$ cat src/rtl/imem_loader.sv
// Boot-time instruction memory loader: streams words into IMEM, reads them back
// against a rotate-XOR checksum, and enables the core only after a clean load.
`timescale 1ns/1ps

module imem_loader #(
    parameter int unsigned ADDR_W = 9,
    parameter int unsigned DATA_W = 32
) (
    input  logic              clk,
    input  logic              arst,
    input  logic              start,
    input  logic [ADDR_W:0]   num_words,
    input  logic              stop,
    input  logic              s_valid,
    input  logic [DATA_W-1:0] s_data,
    output logic              s_ready,
    output logic [63:0]       addr_ext,
    output logic              wen_ext,
    output logic              ren_ext,
    output logic [DATA_W-1:0] wdata_ext,
    input  logic [DATA_W-1:0] rdata_ext,
    output logic              cpu_enable,
    output logic              busy,
    output logic              error,
    output logic [DATA_W-1:0] csum
);

    localparam int unsigned CNT_W = ADDR_W + 1;
    localparam int unsigned DEPTH = 2 ** ADDR_W;

    typedef enum logic [2:0] {
        ST_IDLE,
        ST_LOAD,
        ST_VERIFY,
        ST_RUN,
        ST_FAIL
    } state_t;

    state_t            state_q, state_d;
    logic [CNT_W-1:0]  n_q, n_d;
    logic [CNT_W-1:0]  idx_q, idx_d;
    logic [DATA_W-1:0] csum_q, csum_d;
    logic [DATA_W-1:0] rsum_q, rsum_d;
    logic [DATA_W-1:0] rsum_fold;
    logic              start_ok;

    function automatic logic [DATA_W-1:0] fold(input logic [DATA_W-1:0] c,
                                               input logic [DATA_W-1:0] w);
        return {c[DATA_W-2:0], c[DATA_W-1]} ^ w;
    endfunction

    assign rsum_fold = fold(rsum_q, rdata_ext);
    assign start_ok  = (num_words != '0) && (num_words <= CNT_W'(DEPTH));
    assign csum      = csum_q;

    // State and datapath registers
    always_ff @(posedge clk or posedge arst) begin
        if (arst) begin
            state_q <= ST_IDLE;
            n_q     <= '0;
            idx_q   <= '0;
            csum_q  <= '0;
            rsum_q  <= '0;
        end else begin
            state_q <= state_d;
            n_q     <= n_d;
            idx_q   <= idx_d;
            csum_q  <= csum_d;
            rsum_q  <= rsum_d;
        end
    end

    // Next state, datapath updates and memory-port outputs
    always_comb begin
        state_d    = state_q;
        n_d        = n_q;
        idx_d      = idx_q;
        csum_d     = csum_q;
        rsum_d     = rsum_q;
        s_ready    = 1'b0;
        addr_ext   = '0;
        wen_ext    = 1'b0;
        ren_ext    = 1'b0;
        wdata_ext  = '0;
        cpu_enable = 1'b0;
        busy       = 1'b0;
        error      = 1'b0;

        case (state_q)
            ST_IDLE, ST_FAIL: begin
                error = (state_q == ST_FAIL);
                if (start) begin
                    if (start_ok) begin
                        n_d     = num_words;
                        idx_d   = '0;
                        csum_d  = '0;
                        rsum_d  = '0;
                        state_d = ST_LOAD;
                    end else begin
                        state_d = ST_FAIL;
                    end
                end
            end
            ST_LOAD: begin
                s_ready = 1'b1;
                busy    = 1'b1;
                if (s_valid) begin
                    wen_ext   = 1'b1;
                    addr_ext  = 64'({idx_q, 2'b00});
                    wdata_ext = s_data;
                    csum_d    = fold(csum_q, s_data);
                    if (idx_q == n_q - CNT_W'(1)) begin
                        idx_d   = '0;
                        state_d = ST_VERIFY;
                    end else begin
                        idx_d = idx_q + CNT_W'(1);
                    end
                end
            end
            ST_VERIFY: begin
                // idx runs 0..N: reads issue on 0..N-1, data folds on 1..N
                busy = 1'b1;
                if (idx_q < n_q) begin
                    ren_ext  = 1'b1;
                    addr_ext = 64'({idx_q, 2'b00});
                end
                if (idx_q != '0) begin
                    rsum_d = rsum_fold;
                end
                if (idx_q == n_q) begin
                    state_d = (rsum_fold == csum_q) ? ST_RUN : ST_FAIL;
                end else begin
                    idx_d = idx_q + CNT_W'(1);
                end
            end
            ST_RUN: begin
                cpu_enable = 1'b1;
                if (stop) begin
                    state_d = ST_IDLE;
                end
            end
            default: state_d = ST_IDLE;
        endcase
    end

endmodule

$ cat config.mk
export PLATFORM = sky130hd
export DESIGN_NAME = imem_loader
export DESIGN_NICKNAME = d
export VERILOG_FILES = /design/src/rtl/imem_loader.sv
export SDC_FILE = /design/constraint.sdc
export NUM_CORES = 1
export LEC_CHECK = 0
export BUFFER_PORTS_ARGS = -buffer_cell sky130_fd_sc_hd__buf_2
export CAP_MARGIN = 20
export CORE_MARGIN = 2
export CORE_UTILIZATION = 52
export CTS_BUF_LIST = sky130_fd_sc_hd__clkbuf_8
export DETAILED_ROUTE_END_ITERATION = 8
export GPL_ROUTABILITY_DRIVEN = 0
export PLACE_DENSITY_LB_ADDON = 0.05
export SLEW_MARGIN = 30
export SYNTH_ARGS = -nofsm -noshare
export SYNTH_HDL_FRONTEND = slang
export SYNTH_SLANG_ARGS = --single-unit
$ cat constraint.sdc
create_clock -name clk -period 3.6 [get_ports clk]
set_input_delay 0.54 -clock clk [delete_from_list [all_inputs] [get_ports clk]]
set_output_delay 0.54 -clock clk [all_outputs]
set_load 0.01 [all_outputs]
==> results.sh <==
export IMPL_core_area_um2=11500
export IMPL_fp_row_count=39
export IMPL_areaGrowthSynthToFinish_pct=14.8
export IMPL_start_util_pct=53.3
export IMPL_post_dp_hpwl_um=12700
export IMPL_ys_seq_area_share_pct=35.6
export IMPL_hold_viol_final=0
export IMPL_grt_pass1_wl_um=26500
export IMPL_grt_setup_unrepaired="false"
export IMPL_whs_ns=0.261
export IMPL_clkSinkCount=87
export IMPL_fmax_mhz=307
export IMPL_ys_flop_type="dfrtp_1"
export IMPL_p_switching_uw=2930
export IMPL_postCtsSetupBuffers=0
export IMPL_detail_route_wirelength_um=16700
export IMPL_holdBufCountCts=0
export IMPL_rr_worst_depth=9
export IMPL_clk_pin_slew_worst_paths_ns=0.09
export IMPL_async_reset_ff_share_pct=100
export IMPL_grt_max_degree=52
export IMPL_portBuffers=158
export IMPL_slew_headroom_pct=51.2
export IMPL_ys_ff_latch=87
export IMPL_first_iter_violations=357
export IMPL_synth_enable_flop_cells=0
export IMPL_combPwrFrac_pct=54.2
export IMPL_hold_class="input port to async pin"
export IMPL_critPathKind="flip-flop to output port"
export IMPL_p_seq_share_pct=34.7
export IMPL_end_kind="output port"
export IMPL_crit_reg2reg_launch="n_q[0]"
export IMPL_grt_use_met1_pct=36.9
export IMPL_setup_viol=0
export IMPL_postRouteAntennaNets=0
export IMPL_max_cap_viol_count=0
export IMPL_finalCriticalPeriod_ns=3.26
export IMPL_num_io_pins=213
export IMPL_die_area_um2=12600
export IMPL_drc=0
export IMPL_internal_power_uw=3120
export IMPL_first_global_vias=5104
export IMPL_worst_slew_pin_slew_ns=0.729
export IMPL_drive_gt1_share_pct=28.1
export IMPL_cp_arrival_ns=2.72
export IMPL_finalMaxSlewViolations=0
export IMPL_antenna_found_initial=2
export IMPL_num_vias=5325
export IMPL_drt_vias_per_instance=5.48
export IMPL_clkPwrFrac_pct=11.1
export IMPL_min_period_over_period_pct=90.5
export IMPL_synth_area_um2=6110
export IMPL_cts_buffers=9
export IMPL_cts_tree="built"
export IMPL_met2_usage_pct=43.1
export IMPL_yosysWarningCount=0
export IMPL_pre_cts_ws_ns=0.728
export IMPL_synthDistinctLibCells=58
export IMPL_die_h_um=112
export IMPL_avgSynthCellArea_um2=8.97
export IMPL_outcome="finished, final reports clean"
export IMPL_finalSetupTns_ns=0
export IMPL_p_per_area_nw_per_um2=862
export IMPL_overflow=0
export IMPL_cts_root_buf="clkbuf_8"
export IMPL_layout_common_cells="buf_2, dfrtp_1, xnor2_1"
export IMPL_max_clock_path_buffers=2
export IMPL_post_cts_resized=0
export IMPL_r2r_end="idx_q[5]"
export IMPL_drt_pass1_iterations=5
export IMPL_clock_skew_ns=0.0216
export IMPL_final_common_cell="buf_2"
export IMPL_crit_required_ns=3.06
export IMPL_antennaDiodeCount=0
export IMPL_fin_ws_ns=0.340
export IMPL_ir_worst_vdd_uv=364
export IMPL_grt_use_total_pct=26.5
export IMPL_clk_latency_ns=0.37
export IMPL_r2r_setup_slack_ns=0.68
export IMPL_die_w_um=112
export IMPL_p_leak_uw=0.00354
export IMPL_gr_usage_met3_pct=3.89
export IMPL_wire_per_inst_um=17.2
export IMPL_syn_instance_count=682
export IMPL_htree_levels=3
export IMPL_layout_nets=916
export IMPL_busiest_layer="met2"
export IMPL_p_sw_share_pct=48.4
export IMPL_setup_worst_path_start_class="flip-flop"
export IMPL_cp_max_fo=10
==> metrics by stage <==
stage | cell area, um^2 | total power [uW] | util (%) | std cells
floorplan | 6310 | 4340 | - | 735
global placement | 6830 | 5250 | 59.5 | 956
detailed placement | 6830 | 5360 | 59.5 | 956
CTS | 7020 | 6040 | 61.2 | 972
global route | 7020 | 6530 | 61.2 | 972
finish | 7020 | 6050 | 61.2 | 972
==> sequential cells by signal, summed over array words and instances, names as in the netlist <==
| register | flops |
|---|---|
| state_q | 3 |
| rsum_q | 32 |
| csum | 32 |
| idx_q | 10 |
| n_q | 10 |
==> critical path, stage by stage, from the launching register on <==
cell and delay (ns):
dfrtp_1 0.45, inv_1 0.09, ha_1 0.30, nor2b_1 0.13, o21a_1 0.12, o21a_1 0.10, o21a_1 0.10, o21ai_0 0.12
a211oi_2 0.65, nor2_1 0.12, buf_2 0.17
==> power groups by stage <==
stage,combinational [uW],sequential [uW],clock (uW)
2_1_floorplan,2450,1890,0
5_1_grt,3650,2160,721
3_5_place_dp,3250,2110,0
3_3_place_gp,3170,2080,0
4_1_cts,3270,2090,685
6_report,3280,2100,674
==> per-layer routing <==
metal	up-vias	routed length [um]	share of wire [%]
met5	-	17	0.10
met4	2	328	2.0
met3	32	1150	6.8
met2	244	7810	47
met1	2530	7420	44
li1	2517	-	-
==> cells by family after synthesis <==
family	after synthesis	share of synthesized area [%]
and+or+nand+nor	223	18.4
buffers and inverters	120	10.8
xor gates and xnor gates	107	15.3
AOI/OAI and AO/OA	100	11.4
DFF	87	35.6
muxes	31	5.71
adders and majority gates	13	2.66
other	1	0.0613
==> synthesized netlist by cell type, types with 2 or more instances <==
| cell | count | area, um^2 |
|---|---|---|
| ha_1 | 13 | 163 |
| a211oi_1 | 2 | 15.0 |
| dfrtp_1 | 87 | 2180 |
| xnor2_1 | 69 | 604 |
| o21a_1 | 3 | 22.5 |
| o221ai_1 | 3 | 26.3 |
| buf_2 | 7 | 35.0 |
| and4_1 | 2 | 17.5 |
| inv_1 | 28 | 105 |
| clkbuf_1 | 29 | 109 |
| mux2_2 | 31 | 349 |
| nor2b_1 | 3 | 18.8 |
| and2_1 | 2 | 12.5 |
| o31ai_1 | 19 | 143 |
| nand2_1 | 55 | 206 |
| nor3_1 | 12 | 60.1 |
| o211ai_1 | 9 | 67.6 |
| a21o_1 | 2 | 15.0 |
| o21ai_0 | 36 | 180 |
| or3_1 | 2 | 12.5 |
| and3_1 | 34 | 213 |
| or2_2 | 5 | 31.3 |
| nand2b_1 | 5 | 31.3 |
| nor4_1 | 5 | 31.3 |
| nor4b_1 | 2 | 17.5 |
| buf_4 | 54 | 405 |
| a21oi_1 | 8 | 40.0 |
| a31oi_1 | 3 | 18.8 |
| nand3_1 | 31 | 155 |
| xor2_1 | 38 | 333 |
| nand4_1 | 13 | 81.3 |
| nor2_1 | 44 | 165 |
==> worst max path at each step <==
stage | startpoint | endpoint | slack (ns)
after global placement | idx_q[1] | addr_ext[10] | 0.77
final | n_q[1] | addr_ext[10] | 0.34
after floorplan | arst | csum[0] | 0.81
after global routing | n_q[1] | addr_ext[10] | 0.08
after CTS | n_q[1] | addr_ext[10] | 0.32
after detailed placement | n_q[1] | addr_ext[10] | 0.73
==> cell type report <==
class                           count  area, um^2
Tap cell                          143         179
Sequential cell                    87        2180
Fill cell                        1009        4450
Inverter                           29         111
Clock buffer                       11         151
Timing Repair Buffer              169         873
Clock inverter                      5        40.0
Multi-Input combinational cell    528        3490
Power figures use the tool's default switching activity.
